## src/rtl/sm2201_camac_cycle_sequencer_if.sv

```systemverilog
// ISA I/O side and CAMAC branch side of the SM2201 cycle sequencer.
//   isa_*  : ISA slave port (strobes active-low, aen=1 means DMA cycle)
//   cb_*   : CAMAC branch port (address, data, direction, strobe, Q)
//   timeout_err : sticky CAMAC no-response flag
// slave  : the sequencer itself
// master : the environment (ISA host plus CAMAC responder)
interface sm2201_camac_cycle_sequencer_if;
    logic        isa_ior;
    logic        isa_iow;
    logic        isa_aen;
    logic [9:0]  isa_addr;
    logic [7:0]  isa_data_in;
    logic [7:0]  isa_data_out;
    logic        isa_data_oe;
    logic        isa_chrdy;
    logic [11:0] cb_addr;
    logic [15:0] cb_data_out;
    logic [15:0] cb_data_in;
    logic        cb_b_b1;
    logic        cb_strobe;
    logic        cb_q;
    logic        timeout_err;

    modport slave (
        input  isa_ior, isa_iow, isa_aen, isa_addr, isa_data_in, cb_data_in, cb_q,
        output isa_data_out, isa_data_oe, isa_chrdy, cb_addr, cb_data_out,
               cb_b_b1, cb_strobe, timeout_err
    );

    modport master (
        output isa_ior, isa_iow, isa_aen, isa_addr, isa_data_in, cb_data_in, cb_q,
        input  isa_data_out, isa_data_oe, isa_chrdy, cb_addr, cb_data_out,
               cb_b_b1, cb_strobe, timeout_err
    );
endinterface

```

## src/rtl/sm2201_camac_cycle_sequencer.sv

```systemverilog
// SM2201 ISA-to-CAMAC cycle sequencer.
// Five-byte I/O window at BASE_ADDR:
//   +0 data low byte (runs a CAMAC cycle), +1 data high-byte holding register,
//   +2 cb_addr[7:0], +3 cb_addr[11:8], +4 status {7'b0, timeout_err}.
// Ports:
//   isa_clk   : single system clock, all state on its rising edge
//   isa_reset : synchronous active-high reset
//   bus       : ISA + CAMAC signals (slave modport)
// An offset-0 access holds isa_chrdy low while the CAMAC cycle runs
// (SETUP -> STROBE -> WAIT_Q -> DONE) and releases it in DONE.
module sm2201_camac_cycle_sequencer #(
    parameter logic [9:0] BASE_ADDR      = 10'h106,
    parameter int         STROBE_CYCLES  = 4,
    parameter int         TIMEOUT_CYCLES = 64
) (
    input  logic                              isa_clk,
    input  logic                              isa_reset,
    sm2201_camac_cycle_sequencer_if.slave     bus
);

    typedef enum logic [2:0] {IDLE, SETUP, STROBE, WAIT_Q, DONE} state_t;

    state_t      state, state_nxt;
    logic        ior_q, iow_q;
    logic        hit;
    logic [2:0]  off;
    logic        rd_start, wr_start, start;
    logic        is_wr;        // current CAMAC cycle is a write
    logic        q_seen;       // cb_q already observed in this cycle
    logic [3:0]  strobe_cnt;
    logic [7:0]  tmo_cnt;
    logic        strobe_last, tmo_last;
    logic [7:0]  hold;
    logic [7:0]  rd_data;
    logic [11:0] cb_addr_q;
    logic [15:0] cb_data_out_q;
    logic        tmo_err_q;
    logic [7:0]  reg_mux;

    assign hit = !bus.isa_aen && (bus.isa_addr >= BASE_ADDR) &&
                 ({1'b0, bus.isa_addr} <= ({1'b0, BASE_ADDR} + 11'd4));
    assign off = 3'(bus.isa_addr - BASE_ADDR);

    // A start needs a high-to-low transition seen on consecutive edges;
    // both strobes low together is treated as bus noise, not a cycle.
    assign rd_start = ior_q && !bus.isa_ior && bus.isa_iow;
    assign wr_start = iow_q && !bus.isa_iow && bus.isa_ior;
    assign start    = (state == IDLE) && hit && (rd_start || wr_start);

    assign strobe_last = (strobe_cnt == 4'(STROBE_CYCLES - 1));
    assign tmo_last    = (tmo_cnt == 8'(TIMEOUT_CYCLES - 1));

    always_ff @(posedge isa_clk) begin
        if (isa_reset) state <= IDLE;
        else           state <= state_nxt;
    end

    always_comb begin
        state_nxt = state;
        case (state)
            IDLE:    if (start && off == 3'd0) state_nxt = SETUP;
            SETUP:   state_nxt = STROBE;
            STROBE:  if (strobe_last) state_nxt = WAIT_Q;
            // Timeout can only expire here because TIMEOUT_CYCLES > STROBE_CYCLES.
            WAIT_Q:  if (q_seen || bus.cb_q || tmo_last) state_nxt = DONE;
            DONE:    if (bus.isa_ior && bus.isa_iow) state_nxt = IDLE;
            default: state_nxt = IDLE;
        endcase
    end

    always_ff @(posedge isa_clk) begin
        if (isa_reset) begin
            ior_q         <= 1'b1;
            iow_q         <= 1'b1;
            is_wr         <= 1'b0;
            q_seen        <= 1'b0;
            strobe_cnt    <= '0;
            tmo_cnt       <= '0;
            hold          <= '0;
            rd_data       <= '0;
            cb_addr_q     <= '0;
            cb_data_out_q <= '0;
            tmo_err_q     <= 1'b0;
        end else begin
            ior_q <= bus.isa_ior;
            iow_q <= bus.isa_iow;

            if (start && wr_start) begin
                case (off)
                    3'd0:    cb_data_out_q <= {hold, bus.isa_data_in};
                    3'd1:    hold <= bus.isa_data_in;
                    3'd2:    cb_addr_q[7:0] <= bus.isa_data_in;
                    3'd3:    cb_addr_q[11:8] <= bus.isa_data_in[3:0];
                    3'd4:    if (bus.isa_data_in[0]) tmo_err_q <= 1'b0;
                    default: ;
                endcase
            end
            if (start && off == 3'd0) begin
                is_wr  <= wr_start;
                q_seen <= 1'b0;
            end

            if (state == SETUP) begin
                strobe_cnt <= '0;
                tmo_cnt    <= '0;
            end
            if (state == STROBE) strobe_cnt <= strobe_cnt + 4'd1;
            if (state == STROBE || state == WAIT_Q) begin
                tmo_cnt <= tmo_cnt + 8'd1;
                // Only the first Q response carries data for this cycle.
                if (bus.cb_q && !q_seen) begin
                    q_seen <= 1'b1;
                    if (!is_wr) begin
                        rd_data <= bus.cb_data_in[7:0];
                        hold    <= bus.cb_data_in[15:8];
                    end
                end
            end
            if (state == WAIT_Q && !q_seen && !bus.cb_q && tmo_last) begin
                tmo_err_q <= 1'b1;
                rd_data   <= 8'hFF;
                hold      <= 8'hFF;
            end
        end
    end

    always_comb begin
        reg_mux = rd_data;
        case (off)
            3'd1:    reg_mux = hold;
            3'd2:    reg_mux = cb_addr_q[7:0];
            3'd3:    reg_mux = {4'h0, cb_addr_q[11:8]};
            3'd4:    reg_mux = {7'h00, tmo_err_q};
            default: reg_mux = rd_data;
        endcase
    end

    assign bus.isa_data_out = hit ? reg_mux : rd_data;
    assign bus.isa_data_oe  = hit && !bus.isa_ior;
    assign bus.isa_chrdy    = (state == IDLE) || (state == DONE);
    assign bus.cb_strobe    = (state == STROBE);
    assign bus.cb_b_b1      = is_wr && (state == SETUP || state == STROBE || state == WAIT_Q);
    assign bus.cb_addr      = cb_addr_q;
    assign bus.cb_data_out  = cb_data_out_q;
    assign bus.timeout_err  = tmo_err_q;

endmodule

```

## src/flat_wrapper.sv

```systemverilog
// flat-port wrapper written by rule: the top's interface ports become plain ports
module sm2201_camac_cycle_sequencer_flat 
#(
    parameter logic [9:0] BASE_ADDR      = 10'h106,
    parameter int         STROBE_CYCLES  = 4,
    parameter int         TIMEOUT_CYCLES = 64
)
  (isa_clk, isa_reset, bus_isa_ior, bus_isa_iow, bus_isa_aen, bus_isa_addr, bus_isa_data_in, bus_cb_data_in, bus_cb_q, bus_isa_data_out, bus_isa_data_oe, bus_isa_chrdy, bus_cb_addr, bus_cb_data_out, bus_cb_b_b1, bus_cb_strobe, bus_timeout_err);
  sm2201_camac_cycle_sequencer_if bus_i ();
  input  logic isa_clk;
  input  logic isa_reset;
  input wire logic [$bits(bus_i.isa_ior)-1:0] bus_isa_ior;
  input wire logic [$bits(bus_i.isa_iow)-1:0] bus_isa_iow;
  input wire logic [$bits(bus_i.isa_aen)-1:0] bus_isa_aen;
  input wire logic [$bits(bus_i.isa_addr)-1:0] bus_isa_addr;
  input wire logic [$bits(bus_i.isa_data_in)-1:0] bus_isa_data_in;
  input wire logic [$bits(bus_i.cb_data_in)-1:0] bus_cb_data_in;
  input wire logic [$bits(bus_i.cb_q)-1:0] bus_cb_q;
  output wire logic [$bits(bus_i.isa_data_out)-1:0] bus_isa_data_out;
  output wire logic [$bits(bus_i.isa_data_oe)-1:0] bus_isa_data_oe;
  output wire logic [$bits(bus_i.isa_chrdy)-1:0] bus_isa_chrdy;
  output wire logic [$bits(bus_i.cb_addr)-1:0] bus_cb_addr;
  output wire logic [$bits(bus_i.cb_data_out)-1:0] bus_cb_data_out;
  output wire logic [$bits(bus_i.cb_b_b1)-1:0] bus_cb_b_b1;
  output wire logic [$bits(bus_i.cb_strobe)-1:0] bus_cb_strobe;
  output wire logic [$bits(bus_i.timeout_err)-1:0] bus_timeout_err;
  assign bus_i.isa_ior = bus_isa_ior;
  assign bus_i.isa_iow = bus_isa_iow;
  assign bus_i.isa_aen = bus_isa_aen;
  assign bus_i.isa_addr = bus_isa_addr;
  assign bus_i.isa_data_in = bus_isa_data_in;
  assign bus_i.cb_data_in = bus_cb_data_in;
  assign bus_i.cb_q = bus_cb_q;
  assign bus_isa_data_out = bus_i.isa_data_out;
  assign bus_isa_data_oe = bus_i.isa_data_oe;
  assign bus_isa_chrdy = bus_i.isa_chrdy;
  assign bus_cb_addr = bus_i.cb_addr;
  assign bus_cb_data_out = bus_i.cb_data_out;
  assign bus_cb_b_b1 = bus_i.cb_b_b1;
  assign bus_cb_strobe = bus_i.cb_strobe;
  assign bus_timeout_err = bus_i.timeout_err;
  sm2201_camac_cycle_sequencer #(.BASE_ADDR(BASE_ADDR), .STROBE_CYCLES(STROBE_CYCLES), .TIMEOUT_CYCLES(TIMEOUT_CYCLES)) u_core (.isa_clk(isa_clk), .isa_reset(isa_reset), .bus(bus_i));
endmodule
```

## config.mk

```make
export PLATFORM = sky130hd
export DESIGN_NAME = sm2201_camac_cycle_sequencer_flat
export DESIGN_NICKNAME = d
export VERILOG_FILES = /design/src/rtl/sm2201_camac_cycle_sequencer_if.sv /design/src/rtl/sm2201_camac_cycle_sequencer.sv /design/src/flat_wrapper.sv
export SDC_FILE = /design/constraint.sdc
export NUM_CORES = 1
export LEC_CHECK = 0
export ABC_AREA = 1
export BUFFER_PORTS_ARGS = -buffer_cell sky130_fd_sc_hd__buf_2
export CAP_MARGIN = 30
export CORE_MARGIN = 2
export CORE_UTILIZATION = 48
export CTS_CLUSTER_SIZE = 10
export DETAILED_ROUTE_END_ITERATION = 8
export PLACE_DENSITY = 0.76
export SKIP_LAST_GASP = 1
export SLEW_MARGIN = 20
export SYNTH_ARGS = -nofsm -noshare
export SYNTH_HDL_FRONTEND = slang
export SYNTH_SLANG_ARGS = --single-unit
```

## constraint.sdc

```tcl
create_clock -name isa_clk -period 1.3 [get_ports isa_clk]
set_input_delay 0.13 -clock isa_clk [delete_from_list [all_inputs] [get_ports isa_clk]]
set_output_delay 0.13 -clock isa_clk [all_outputs]
set_load 0.01 [all_outputs]
```

==> results of run 1 <==
[state kept, by name, summed over array words and instances (netlist names), 3 cells and up]
register / cells
u_core.bus.cb_addr: 12
u_core.bus.cb_data_out: 16
u_core.hold: 8
u_core.rd_data: 8
u_core.state: 3
u_core.strobe_cnt: 4
u_core.tmo_cnt: 8
[per-stage QoR]
stage | worst slack [ns] | util | setup TNS [ns] | area, um2 | cells
final | -0.220 | 0.771 | -6.70 | 4930 | 701
after global routing | -0.303 | 0.771 | -11.23 | 4930 | 701
after CTS | -0.168 | 0.718 | -5.20 | 4590 | 696
after detailed placement | -0.329 | 0.621 | -11.05 | 3960 | 658
after global placement | -0.300 | 0.621 | -9.29 | 3960 | 658
after floorplan | -0.0352 | - | -0.0958 | 3250 | 474
[timing repair]
action | CTS | global route
pin swaps | 47 | 42
gates cloned | 4 | 0
endpoints found under the setup margin | 54 | 64
hold buffers | 1 | 0
resized for setup | 82 | 102
hold endpoints to repair | 1 | 0
setup buffers | 17 | 9
[worst paths after layout]
check / end / depth (start not counted)
worst min register to register: u_core.strobe_cnt[3]$_SDFFE_PP0N_ / 2
worst max-delay path: u_core.hold[6]$_SDFF_PP0_ / 10
worst max register to register: u_core.hold[6]$_SDFF_PP0_ / 10
worst min-delay path: u_core.bus.cb_addr[1]$_SDFFE_PP0P_ / 3
[power by group]
part	total, uW	internal [uW]	switching, uW
clock	1610	745	869
combinational	428	179	249
sequential	1980	1970	8.52
[cells in the final DEF, fill, tap and decap left out, types with 3 or more instances in the layout]
cell	Yosys	layout
nand2_1	89	78
buf_2	2	71
nor2_1	95	68
dfxtp_1	64	58
inv_1	64	50
buf_4	1	50
nor2_4	4	23
nand3_1	31	22
o21ai_0	52	22
o21ai_2	0	19
a21oi_1	25	15
buf_6	3	15
o21ai_1	2	13
inv_2	2	11
a21oi_2	2	11
clkbuf_8	0	10
nand3_2	2	9
nor2_2	1	9
nand2_4	0	8
nand4_1	6	6
nand2_2	1	5
buf_8	0	5
dfxtp_2	0	5
inv_4	1	4
nand3_4	1	4
clkinv_4	0	4
a22o_1	4	4
clkinvlp_4	0	3
[worst min-delay path, delay by kind of cell]
kind                   cells  cell delay [ns]
buffers and inverters      1             0.12
AND/OR/NAND/NOR            2             0.12
[cells by family after synthesis]
logic type,Yosys count,synth area share
AO/OA/AOI/OAI,92,0.158
adder cells (fa/ha/maj),3,0.0118
buffers and inverters,81,0.106
flip-flops,64,0.404
AND/OR/NAND/NOR,234,0.321
[area by class of cell]
| cell class | count | area (um2) | area share |
|---|---|---|---|
| timing repair buffer | 144 | 1020 | 0.208 |
| inverter | 68 | 292 | 0.0592 |
| multi-input combinational | 331 | 2030 | 0.412 |
| timing repair inverter | 1 | 8.76 | 0.00178 |
| sequential | 64 | 1290 | 0.262 |
| clock inverter | 6 | 45.0 | 0.00914 |
| clock buffer | 10 | 138 | 0.0279 |
| tap | 77 | 96.3 | 0.0196 |
[metal layers]
| layer | part of all wire | track usage |
|---|---|---|
| met5 | 0 | 0 |
| met4 | 0.045 | 0.140 |
| met3 | 0.067 | 0.0749 |
| met2 | 0.50 | 0.484 |
| met1 | 0.39 | 0.324 |
==> flow_metrics.env, run 1 <==
export IMPL_antenna_found_initial=0
export IMPL_yosysMostFrequentCell="nor2_1"
export IMPL_drive_gt1_frac=0.452
export IMPL_hold_path_class="in -> reg"
export IMPL_track_usage=0.282
export IMPL_critical_path_startpoint="u_core.tmo_cnt[0]$_SDFFE_PP0P_"
export IMPL_cts_tree="yes"
export IMPL_slowest_stage="dfxtp_2"
export IMPL_outcome="finished, violations left"
export IMPL_area_growth_pct=55.2
export IMPL_yosys_top_cells_count="95 x nor2_1, 89 x nand2_1, 64 x dfxtp_1, 64 x inv_1, 52 x o21ai_0"
export IMPL_fin_crit_sh=1.17
export IMPL_whs_ns=0.0453
export IMPL_r2r_slack_ns=-0.22
export IMPL_grt_ovfl_total=0
export IMPL_synth_cell_types=31
export IMPL_wl_per_cell_um=15.8
export IMPL_finalWorstSetupSlack_ns=-0.220
export IMPL_fin_crit_ns=1.52
export IMPL_crit_arrival_ns=1.79
export IMPL_ys_seq_elements=64
export IMPL_worstReg2RegStart="u_core.tmo_cnt[0]$_SDFFE_PP0P_"
export IMPL_ant_nets=0
export IMPL_cp_cell_sequence="ha_4 > nand2_4 > nor2_4 > nand4_1 > inv_2 > a21oi_4 > buf_12 > nand3_2 > nand2_1 > inv_1"
export IMPL_power_density_nw_per_um2=816
export IMPL_start_kind="flop"
export IMPL_critical_path_required_ns=1.57
export IMPL_min_from="bus_isa_data_in[1]"
export IMPL_first_global_vias=3560
export IMPL_finalPower_uw=4020
export IMPL_synth_area_top_cells="dfxtp_1 40%, nor2_1 11%, nand2_1 11%"
export IMPL_violations="setup timing"
export IMPL_clk_latency_ns=0.36
export IMPL_n_antenna_cell=0
export IMPL_path_max_fanout=8
export IMPL_fillCellCount=433
export IMPL_crit_family="simple AND/OR/NAND/NOR gates"
export IMPL_die_area_um2=7280
export IMPL_vias_per_cell=5.45
export IMPL_die_w_um=85.3
export IMPL_core_um2=6390
export IMPL_drv_slew=0
export IMPL_cts_buffers=9
export IMPL_die_height_um=85.3
export IMPL_drcViolationCount=0
export IMPL_endpoint_kind="flop"
export IMPL_wirelength_um=11100
export IMPL_synth_cell_area_um2=3170
export IMPL_critPathKind="reg -> reg"
export IMPL_syn_inst=474
export IMPL_finClkSkew_ns=0.0117
export IMPL_start_util=0.497
export IMPL_dr_pass1_iters=5
export IMPL_num_rows=29
export IMPL_seq_area_frac_synth=0.404
export IMPL_first_iter_violations=211
export IMPL_synth_net_count=517
export IMPL_ios=81
export IMPL_peakVddDrop_mv=0.944
export IMPL_clockBufferDepth=2
export IMPL_grt_first_pass_wirelength_um=16400
export IMPL_grt_max_degree=29
export IMPL_fmax_mhz=658
export IMPL_maxCapViolations=0
export IMPL_yosysWarningCount=0
export IMPL_place_gp_congestion=0.866
export IMPL_rsz0062_at_grt="true"
export IMPL_h_tree_depth=3
export IMPL_finalNetCount=662
export IMPL_root_buffer="clkbuf_8"
export IMPL_worstMarginPinSlew_ns=0.330
export IMPL_finalHoldViolations=0
export IMPL_portBuffers=80
export IMPL_maxSlewHeadroom=0.780
export IMPL_critPathMaxStageDelay_ns=0.34
export IMPL_cts_sinks=64
export IMPL_cp_num_buf_inv=3
export IMPL_vias=3820
export IMPL_synth_edff_count=0
export IMPL_syn_area_per_cell_um2=6.69
export IMPL_yosysTopAreaCellShare=0.404
export IMPL_dpl_hpwl_um=6250
export IMPL_clk_pin_slew_ns=0.08
export IMPL_ys_flop_type="dfxtp_1"
export IMPL_async_reset_ff_frac=0
export IMPL_setup_viol=60
export IMPL_yosysTopAreaCell="dfxtp_1"
export IMPL_p_leak_uw=0.00250
Note: power is estimated with default switching activity, not from simulation.
==> inputs of run 2 (changes only) <==
HOLD_SLACK_MARGIN = 0.02   (was default)
REMOVE_ABC_BUFFERS = 1   (was default)
==> run 2 against run 1 <==
  * The run still ends with setup timing left
  * Critical path depth down 1
  * Routed wire length is 7.7% higher
  * Worst setup slack got worse by 0.11 ns
  * Largest power group is now clock
  * Highest routed layer unchanged
==> flow_metrics.env, run 2 (synthesized netlist as in run 1, its figures left out) <==
export IMPL_grt_max_degree=25
export IMPL_die_height_um=85.3
export IMPL_drv_slew=0
export IMPL_worstMarginPinSlew_ns=0.338
export IMPL_clk_latency_ns=0.35
export IMPL_grt_ovfl_total=0
export IMPL_finalNonFillerCells=710
export IMPL_grt_first_pass_wirelength_um=17400
export IMPL_cts_buffers=9
export IMPL_dr_pass1_iters=5
export IMPL_fin_crit_ns=1.63
export IMPL_endpoint_kind="flop"
export IMPL_core_um2=6390
export IMPL_clk_pin_slew_ns=0.09
export IMPL_critPathMaxStageDelay_ns=0.31
export IMPL_area_growth_pct=57.6
export IMPL_track_usage=0.307
export IMPL_finalWorstSetupSlack_ns=-0.334
export IMPL_fmax_mhz=612
export IMPL_first_iter_violations=469
export IMPL_timing_setup_tns_ns=-6.55
export IMPL_start_util=0.497
export IMPL_drcViolationCount=0
export IMPL_p_leak_uw=0.00257
export IMPL_place_gp_congestion=0.919
export IMPL_h_tree_depth=3
export IMPL_fillCellCount=394
export IMPL_finalHoldViolations=0
export IMPL_use_met3=0.0593
export IMPL_antenna_found_initial=0
export IMPL_crit_family="simple AND/OR/NAND/NOR gates"
export IMPL_drive_gt1_frac=0.450
export IMPL_start_kind="flop"
export IMPL_cts_sinks=64
export IMPL_cp_cell_sequence="inv_2 > nand2_4 > nor2_4 > nand4_1 > nor2_4 > nand3_1 > nand3_1 > nand2_1 > inv_1"
export IMPL_placedCellCount=667
export IMPL_die_area_um2=7280
export IMPL_largest_register_ffs=16
export IMPL_vias=3931
export IMPL_maxSlewHeadroom=0.774
export IMPL_power_density_nw_per_um2=928
export IMPL_dpl_hpwl_um=6580
export IMPL_setup_viol=60
export IMPL_violations="setup timing"
export IMPL_final_common_cell="nor2_1"
export IMPL_ios=81
export IMPL_cts_tree="yes"
export IMPL_rsz0062_at_grt="true"
export IMPL_wl_per_cell_um=16.8
export IMPL_critPathKind="reg -> reg"
export IMPL_finClkSkew_ns=0.0175
export IMPL_hold_path_class="in -> reg"
export IMPL_wirelength_um=11900
export IMPL_num_rows=29
export IMPL_crit_arrival_ns=1.94
export IMPL_fin_crit_sh=1.26
export IMPL_path_max_fanout=8
export IMPL_grt_busiest_layer="met2"
export IMPL_final_cell_mix="81 x nor2_1, 69 x buf_2, 68 x nand2_1"
export IMPL_ant_nets=0
export IMPL_cp_num_buf_inv=2
export IMPL_portBuffers=80
export IMPL_root_buffer="clkbuf_8"
export IMPL_finalNetCount=671
export IMPL_slowest_stage="dfxtp_1"
export IMPL_critical_path_required_ns=1.60
export IMPL_grt_met2_usage=0.523
export IMPL_grt_use_met1=0.380
export IMPL_outcome="finished, violations left"
export IMPL_maxCapViolations=0
export IMPL_die_w_um=85.3
export IMPL_clockBufferDepth=2
export IMPL_n_antenna_cell=0
export IMPL_peakVddDrop_mv=0.954
export IMPL_vias_per_cell=5.54
export IMPL_first_global_vias=3680
-- run 2: repair_timing --
action                                 4_1_cts  5_1_grt
gates cloned                                 2        0
hold buffers                                 1        0
gates resized for setup                    106       74
endpoints found under the hold margin        1        0
pin swaps                                   37       43
setup buffers                               24        7
setup endpoints to repair                   65       68
-- run 2: worst min-delay path, stage by stage --
cell    delay (ns)
buf_2         0.11
nor2_1        0.05
nor2_1        0.07
-- run 2: metal layers --
metal  wire [um]  vias up
li1            -     1824
met1        4510     1817
met2        5840      239
met3        1120       51
met4         461        0
met5           0        -
-- run 2: final timing paths --
| kind | cells after the start | from | end | slack (ns) |
|---|---|---|---|---|
| setup / recovery | 9 | u_core.state[1]$_SDFFE_PP0P_ | u_core.hold[4]$_SDFF_PP0_ | -0.33 |
| setup reg to reg | 9 | u_core.state[1]$_SDFFE_PP0P_ | u_core.hold[4]$_SDFF_PP0_ | -0.33 |
| hold / removal | 3 | bus_isa_data_in[5] | u_core.bus.cb_data_out[5]$_SDFFE_PP0P_ | 0.04 |
| hold reg to reg | 2 | u_core.strobe_cnt[3]$_SDFFE_PP0N_ | u_core.strobe_cnt[3]$_SDFFE_PP0N_ | 0.48 |
-- run 2: power breakdown --
part | switching, uW | leakage (uW) | internal [uW]
registers | 7.89 | 0.000519 | 1970
logic | 261 | 0.00193 | 210
clock network | 858 | 0.000123 | 1340
-- run 2: cell type report --
class                      count  area [um2]  share of cell area
clock buffer                  10         138              0.0275
multi-input combinational    329        1930               0.387
timing repair inverter         1        8.76             0.00175
clock inverter                 6         115              0.0230
timing repair buffer         155        1140               0.227
inverter                      68         283              0.0566
sequential                    64        1290               0.258
tap                           77        96.3              0.0193
-- run 2: through the flow --
| step | worst slack, ns | utilization | area [um2] | hold WS (ns) | power [uW] |
|---|---|---|---|---|---|
| after detailed placement | -0.519 | 0.622 | 3970 | 0.355 | 2330 |
| after CTS | -0.212 | 0.744 | 4750 | 0.0342 | 4570 |
| final | -0.334 | 0.783 | 5000 | 0.0358 | 4640 |
| after global routing | -0.402 | 0.783 | 5000 | 0.0624 | 4740 |
| after floorplan | -0.243 | - | 3100 | 0.192 | 2140 |
| after global placement | -0.387 | 0.622 | 3970 | 0.341 | 2320 |
